### src/rtl/pipelined_adder_pkg.sv
// Shared types and elaboration helpers for the pipelined add/subtract unit.
// Defaults match the ALU/address-generation configuration (32 bits, 4 slices).
package pipelined_adder_pkg;

  localparam int WIDTH_DEFAULT  = 32;
  localparam int STAGES_DEFAULT = 4;

  typedef enum logic {
    OP_ADD = 1'b0,
    OP_SUB = 1'b1
  } op_e;

  function automatic int slice_width(int width, int stages);
    return width / stages;
  endfunction

  function automatic bit stages_legal(int width, int stages);
    return (stages >= 1) && (stages <= width) && ((width % stages) == 0);
  endfunction

endpackage

### src/rtl/pipelined_adder_if.sv
// Operand/result handshake bundle for pipelined_adder.
// The master side presents operands and consumes results; the slave side is the adder.
interface pipelined_adder_if #(
  parameter int WIDTH = pipelined_adder_pkg::WIDTH_DEFAULT
) ();

  logic             in_valid;
  logic             in_ready;
  logic [WIDTH-1:0] x;
  logic [WIDTH-1:0] y;
  logic             ci;
  logic             sub;
  logic             out_valid;
  logic             out_ready;
  logic [WIDTH-1:0] s;
  logic             cout;
  logic             ovf;
  logic             zero;

  modport master (
    output in_valid, x, y, ci, sub, out_ready,
    input  in_ready, out_valid, s, cout, ovf, zero
  );

  modport slave (
    input  in_valid, x, y, ci, sub, out_ready,
    output in_ready, out_valid, s, cout, ovf, zero
  );

endinterface

### src/rtl/adder_slice.sv
// Combinational SW-bit carry-chain slice; one instance per pipeline stage.
// Also reports the carry into its top bit so the last slice can form signed overflow.
module adder_slice #(
  parameter int SW = 8
) (
  input  logic [SW-1:0] a,
  input  logic [SW-1:0] b,
  input  logic          ci,
  output logic [SW-1:0] s,
  output logic          cout,
  output logic          c_msb
);

  logic [SW:0] sum;

  assign sum  = {1'b0, a} + {1'b0, b} + {{SW{1'b0}}, ci};
  assign s    = sum[SW-1:0];
  assign cout = sum[SW];
  // The sum bit of the top position is a ^ b ^ carry-in, so the carry-in falls out directly.
  assign c_msb = sum[SW-1] ^ a[SW-1] ^ b[SW-1];

endmodule

### src/rtl/pipelined_adder.sv
// Pipelined add/subtract: WIDTH split into STAGES carry slices, one slice per stage,
// with valid/ready backpressure (global stall) and a synchronous flush.
module pipelined_adder
  import pipelined_adder_pkg::*;
#(
  parameter int WIDTH  = WIDTH_DEFAULT,
  parameter int STAGES = STAGES_DEFAULT
) (
  input  logic              clk,
  input  logic              rst_n,
  input  logic              flush,
  pipelined_adder_if.slave  bus
);

  localparam int SW = slice_width(WIDTH, STAGES);

  if (!stages_legal(WIDTH, STAGES)) begin : g_param_check
    $error("pipelined_adder: WIDTH must be a multiple of STAGES with 1 <= STAGES <= WIDTH");
  end

  op_e              op;
  logic [WIDTH-1:0] yy0;
  logic             c0;
  logic             out_valid;
  logic             advance;

  // Subtraction is x + ~y + 1; the carry-in port only matters for addition.
  assign op  = op_e'(bus.sub);
  assign yy0 = (op == OP_SUB) ? ~bus.y : bus.y;
  assign c0  = (op == OP_SUB) ? 1'b1 : bus.ci;

  assign out_valid    = g_stage[STAGES-1].v_q;
  assign advance      = !out_valid || bus.out_ready;
  assign bus.in_ready = advance;

  for (genvar k = 0; k < STAGES; k++) begin : g_stage
    logic [WIDTH-1:0] acc_in, yy_in, acc_nx;
    logic [WIDTH-1:0] acc_q, yy_q;
    logic             c_in, v_in;
    logic             c_q, v_q;
    logic [SW-1:0]    slice_s;
    logic             slice_c, slice_cm;

    // acc carries finished low slices plus still-unprocessed high slices of x.
    if (k == 0) begin : g_first
      assign acc_in = bus.x;
      assign yy_in  = yy0;
      assign c_in   = c0;
      assign v_in   = bus.in_valid;
    end else begin : g_next
      assign acc_in = g_stage[k-1].acc_q;
      assign yy_in  = g_stage[k-1].yy_q;
      assign c_in   = g_stage[k-1].c_q;
      assign v_in   = g_stage[k-1].v_q;
    end

    adder_slice #(.SW(SW)) u_slice (
      .a     (acc_in[k*SW +: SW]),
      .b     (yy_in[k*SW +: SW]),
      .ci    (c_in),
      .s     (slice_s),
      .cout  (slice_c),
      .c_msb (slice_cm)
    );

    // NOTE: assign the whole vector first, then patch the slice; no path is left unassigned, so no latch.
    always_comb begin
      acc_nx               = acc_in;
      acc_nx[k*SW +: SW]   = slice_s;
    end

    // NOTE: datapath registers are reset as well, so s/cout/ovf/zero read 0 straight out of reset.
    always_ff @(posedge clk or negedge rst_n) begin
      if (!rst_n) begin
        v_q   <= 1'b0;
        c_q   <= 1'b0;
        acc_q <= '0;
        yy_q  <= '0;
      end else begin
        // Flush wins over stall: valid bits clear even when the output is held.
        if (flush)        v_q <= 1'b0;
        else if (advance) v_q <= v_in;
        if (advance) begin
          acc_q <= acc_nx;
          yy_q  <= yy_in;
          c_q   <= slice_c;
        end
      end
    end

    if (k == STAGES-1) begin : g_last
      logic ovf_q, zero_q;
      logic unused_yy;

      assign unused_yy = ^yy_q;

      always_ff @(posedge clk or negedge rst_n) begin
        if (!rst_n) begin
          ovf_q  <= 1'b0;
          zero_q <= 1'b0;
        end else if (advance) begin
          ovf_q  <= slice_cm ^ slice_c;
          zero_q <= (acc_nx == '0);
        end
      end
    end else begin : g_mid
      logic unused_cm;
      assign unused_cm = slice_cm;
    end
  end

  assign bus.out_valid = out_valid;
  assign bus.s         = g_stage[STAGES-1].acc_q;
  assign bus.cout      = g_stage[STAGES-1].c_q;
  assign bus.ovf       = g_stage[STAGES-1].g_last.ovf_q;
  assign bus.zero      = g_stage[STAGES-1].g_last.zero_q;

endmodule
### src/flat_wrapper.sv
// flat-port wrapper written by rule: the top's interface ports become plain ports
module pipelined_adder_flat import pipelined_adder_pkg::*;
#(
  parameter int WIDTH  = WIDTH_DEFAULT,
  parameter int STAGES = STAGES_DEFAULT
)
  (clk, rst_n, flush, bus_in_valid, bus_x, bus_y, bus_ci, bus_sub, bus_out_ready, bus_in_ready, bus_out_valid, bus_s, bus_cout, bus_ovf, bus_zero);
  pipelined_adder_if #(.WIDTH(WIDTH)) bus_i ();
  input  logic clk;
  input  logic rst_n;
  input  logic flush;
  input wire logic [$bits(bus_i.in_valid)-1:0] bus_in_valid;
  input wire logic [$bits(bus_i.x)-1:0] bus_x;
  input wire logic [$bits(bus_i.y)-1:0] bus_y;
  input wire logic [$bits(bus_i.ci)-1:0] bus_ci;
  input wire logic [$bits(bus_i.sub)-1:0] bus_sub;
  input wire logic [$bits(bus_i.out_ready)-1:0] bus_out_ready;
  output wire logic [$bits(bus_i.in_ready)-1:0] bus_in_ready;
  output wire logic [$bits(bus_i.out_valid)-1:0] bus_out_valid;
  output wire logic [$bits(bus_i.s)-1:0] bus_s;
  output wire logic [$bits(bus_i.cout)-1:0] bus_cout;
  output wire logic [$bits(bus_i.ovf)-1:0] bus_ovf;
  output wire logic [$bits(bus_i.zero)-1:0] bus_zero;
  assign bus_i.in_valid = bus_in_valid;
  assign bus_i.x = bus_x;
  assign bus_i.y = bus_y;
  assign bus_i.ci = bus_ci;
  assign bus_i.sub = bus_sub;
  assign bus_i.out_ready = bus_out_ready;
  assign bus_in_ready = bus_i.in_ready;
  assign bus_out_valid = bus_i.out_valid;
  assign bus_s = bus_i.s;
  assign bus_cout = bus_i.cout;
  assign bus_ovf = bus_i.ovf;
  assign bus_zero = bus_i.zero;
  pipelined_adder #(.WIDTH(WIDTH), .STAGES(STAGES)) u_core (.clk(clk), .rst_n(rst_n), .flush(flush), .bus(bus_i));
endmodule
### config.mk
export PLATFORM = sky130hd
export DESIGN_NAME = pipelined_adder_flat
export DESIGN_NICKNAME = d
export VERILOG_FILES = /design/src/rtl/pipelined_adder_pkg.sv /design/src/rtl/pipelined_adder_if.sv /design/src/rtl/adder_slice.sv /design/src/rtl/pipelined_adder.sv /design/src/flat_wrapper.sv
export SDC_FILE = /design/constraint.sdc
export NUM_CORES = 1
export LEC_CHECK = 0
export ABC_AREA = 1
export BUFFER_PORTS_ARGS = -buffer_cell sky130_fd_sc_hd__buf_4
export CORE_MARGIN = 8
export CORE_UTILIZATION = 35
export CTS_CLUSTER_SIZE = 8
export DETAILED_ROUTE_END_ITERATION = 7
export HOLD_SLACK_MARGIN = 0.02
export PLACE_DENSITY = 0.61
export SLEW_MARGIN = 30
export SYNTH_ARGS = -nofsm -noshare
export SYNTH_HDL_FRONTEND = slang
export SYNTH_SLANG_ARGS = --single-unit
### constraint.sdc
create_clock -name clk -period 4.7 [get_ports clk]
set_clock_uncertainty 0.1 [all_clocks]
set_input_delay 0.47 -clock clk [delete_from_list [all_inputs] [get_ports clk]]
set_output_delay 0.47 -clock clk [all_outputs]
set_load 0.1 [all_outputs]
==> run_results.csv <==
group,metric,value,unit
status,status,"completed",
floorplanning,fp.dieH,173,um
cts,cts_root_buf,"clkbuf_16",
place,port_buffers,107,
finish,num-nets-final,1161,
synthesis,netlist_area,0.00861,mm^2
cts,numClockSinks,186,
power,switching_power,2.14,mW
timing,finalCritPeriodShare,0.528,
power,p_sw_frac,0.404,
timing,timing.hold.ws,0.130,ns
cts,post_cts_buffers,0,
timing,fmax,403,MHz
synthesis,synth_fp_nets,1074,
route,first_iter_violations,408,
route,drt_wl_total,18400,um
synthesis,ys_ff_latch,186,
floorplanning,io_pins,108,
synthesis,ys_types,33,
synthesis,avgSynthCellArea,8.90,um^2
route,ant_nets,0,
synthesis,synth_warnings,0,
route,first_pass_iters,4,
setup_path,start_kind,"primary input",
cts,tritoncts,"done",
power,power.leakage,5.01,nW
timing,hold_violations,0,
timing,setup_viol,0,
min_path,hold_path_class,"primary input to flop",
cts,clkSlewWorstSetupHoldPaths,0.07,ns
synthesis,synth_ff_type,"dfrtp_1",
timing,drv_slew,0,
timing,timing.slew.headroom,0.294,
power,p_per_area,516,mW/mm^2
timing,setup_tns,0,ns
power,total_power,5.30,mW
route,dr_total_vias,6226,
cts,cts_buffer_depth,2,
global_routing,grt_pass1_wl,31900,um
global_routing,antenna_found_initial,0,
synthesis,synth_cells,967,
synthesis,synthArstFlopShare,1.00,
timing,finalCriticalPeriod,2.48,ns
cts,cts.htree.levels,4,
floorplanning,die_w,173,um
cts,cts_inserted_buffers,17,
job,drv_cap,0,
finish,area_delta_synth_final,19.3,%
floorplanning,start_util,0.355,
place,gp_congestion,0.815,
timing,rsz0062_at_grt,"false",
setup_path,end_kind,"flop",
power,p_comb_frac,0.337,
power,intPower,3.16,mW
power,p_seq_frac,0.396,
synthesis,synth_edf_count,0,
finish,diodes,0,
route,avgRoutedWirePerCell,13.2,um
global_routing,grt-ovfl-total,0,
floorplanning,die_area,0.0299,mm^2
global_routing,groute.usage.overall,0.128,
route,via_per_inst,4.48,
setup_path,critPathMaxFanout,33,
place,dp_hpwl,12300,um
setup_path,critPathRequiredTime,4.97,ns
floorplanning,row_count,57,
cts,clk_latency,0.43,ns
power,ir_drop,0.310,mV
setup_path,arrival,2.75,ns
finish,drive_above_1_share,0.148,
global_routing,grt_pass1_vias,6335,
route,drc,0,
global_routing,grt_max_degree,220,
timing,worst_pin_slew,1.06,ns
floorplanning,core_area,0.0242,mm^2
power,clkPwrFrac,0.268,
synthesis,yosysSeqAreaShare,0.541,
setup_path,path_class,"primary input to flop",
[worst paths after layout]
| check | start | to | slack (ns) | cells past startpoint |
|---|---|---|---|---|
| min reg2reg | u_core.g_stage[0].yy_q[29]$_DFFE_PN0P_ | u_core.g_stage[1].yy_q[29]$_DFFE_PN0P_ | 0.37 | 2 |
| max in group asynchronous | rst_n | u_core.g_stage[2].acc_q[24]$_DFFE_PN0P_ | 3.38 | 3 |
| min in group asynchronous | rst_n | u_core.g_stage[0].acc_q[12]$_DFFE_PN0P_ | 0.40 | 2 |
| min | bus_x[12] | u_core.g_stage[0].acc_q[12]$_DFFE_PN0P_ | 0.13 | 3 |
| max reg2reg | u_core.g_stage[2].c_q$_DFFE_PN0P_ | u_core.bus.zero$_DFFE_PN0P_ | 2.34 | 8 |
| max | bus_sub | u_core.g_stage[0].acc_q[6]$_DFFE_PN0P_ | 2.22 | 12 |
[cells by family (layout without fill, tap and decap cells)]
family,count (synthesis),count (layout),synth area share
AOI/OAI and AO/OA,157,157,0.0951
buffers and inverters,117,217,0.0599
adders and majority gates,36,36,0.0593
and+or+nand+nor,428,428,0.201
DFF,186,186,0.541
xor gates and xnor gates,43,43,0.0437
[critical path, cell delays in order]
cell and delay [ns]:
buf_4 0.43, xor2_1 0.17, fa_1 0.46, fa_1 0.42, nand3_1 0.10, nand2_1 0.08
nand2_1 0.08, nand2_1 0.05, a21oi_1 0.14, or2_0 0.13, nand3_1 0.06, nand2_1 0.08
[per-layer routing]
metal / GRT usage / vias to the layer above / share of wire
met3: 0.0259 / 17 / 0.029
met4: 0.0420 / 0 / 0.013
li1: - / 3264 / -
met5: 0 / - / 0
met1: 0.178 / 2854 / 0.51
met2: 0.197 / 91 / 0.45
[synth_stat cells (2+ instances only)]
cell	number	area share
nand2_1	347	0.15
dfrtp_1	186	0.54
o21ai_1	93	0.054
inv_1	72	0.031
xnor2_1	31	0.032
ha_1	28	0.041
nand3_1	28	0.016
a21oi_1	27	0.016
o21ai_0	25	0.015
nor2_1	22	0.0096
buf_2	16	0.0093
buf_4	13	0.011
clkbuf_1	13	0.0057
xor2_1	12	0.012
nand4_1	10	0.0073
fa_1	8	0.019
a31oi_1	5	0.0036
nand2_2	5	0.0036
nand3_2	4	0.0047
or2_1	4	0.0029
o211ai_1	3	0.0026
or2_0	3	0.0022
nor2_2	2	0.0015
[area by class of cell]
type | instances | area [um^2]
flip-flops and latches | 186 | 4650
well taps | 324 | 405
multi-input cells | 664 | 3440
fillers | 2483 | 14000
inverters | 73 | 279
repair buffers | 112 | 896
clock inverters | 13 | 135
clock buffers | 19 | 453
[per-stage QoR]
| stage | instances | utilization | setup WS (ns) | instance area [um^2] |
|---|---|---|---|---|
| floorplan | 967 | - | 1.90 | 8610 |
| CTS | 1389 | 0.422 | 2.02 | 10200 |
| global placement | 1357 | 0.397 | 1.79 | 9640 |
| finish | 1391 | 0.423 | 2.22 | 10300 |
| detailed placement | 1357 | 0.397 | 1.76 | 9640 |
| global route | 1391 | 0.423 | 2.00 | 10300 |
[sequential cells by signal, indices dropped and copies added, names as in the netlist, 3 cells and up]
register,cells
u_core.g_stage.acc_q,96
u_core.g_stage.yy_q,48
u_core.bus.s,32
u_core.g_stage.c_q,3
u_core.g_stage.v_q,3
[cell usage in the layout (no fill, tap or decap), types with 2 or more instances in the layout]
cell type,instances
nor2_1,22
o21ai_0,25
clkinvlp_4,2
or2_0,3
nand2_2,5
buf_12,2
inv_1,72
fa_1,8
nand2_1,347
o21ai_1,93
a31oi_1,5
o211ai_1,3
a21oi_1,27
clkbuf_16,17
buf_4,107
xor2_1,12
nand4_1,10
or2_1,4
clkinv_4,2
nand3_2,4
clkbuf_8,2
ha_1,28
dfrtp_1,186
nand3_1,28
clkinv_2,2
xnor2_1,31
inv_6,5
[what timing repair did]
item / CTS / global route
hold buffers: 0 / 1
endpoints found under the hold margin: 0 / 33
gates resized for setup: 0 / 0
[power by group through the flow]
| stage | logic, mW | clock network, mW | registers (mW) |
|---|---|---|---|
| after global placement | 1.78 | 0 | 2.12 |
| after CTS | 1.81 | 1.47 | 2.10 |
| after detailed placement | 1.80 | 0 | 2.13 |
| after floorplan | 0.575 | 0 | 2.88 |
| after global routing | 1.94 | 1.53 | 2.14 |
| final | 1.78 | 1.42 | 2.10 |
No activity file was read; power rests on OpenSTA's default activity.
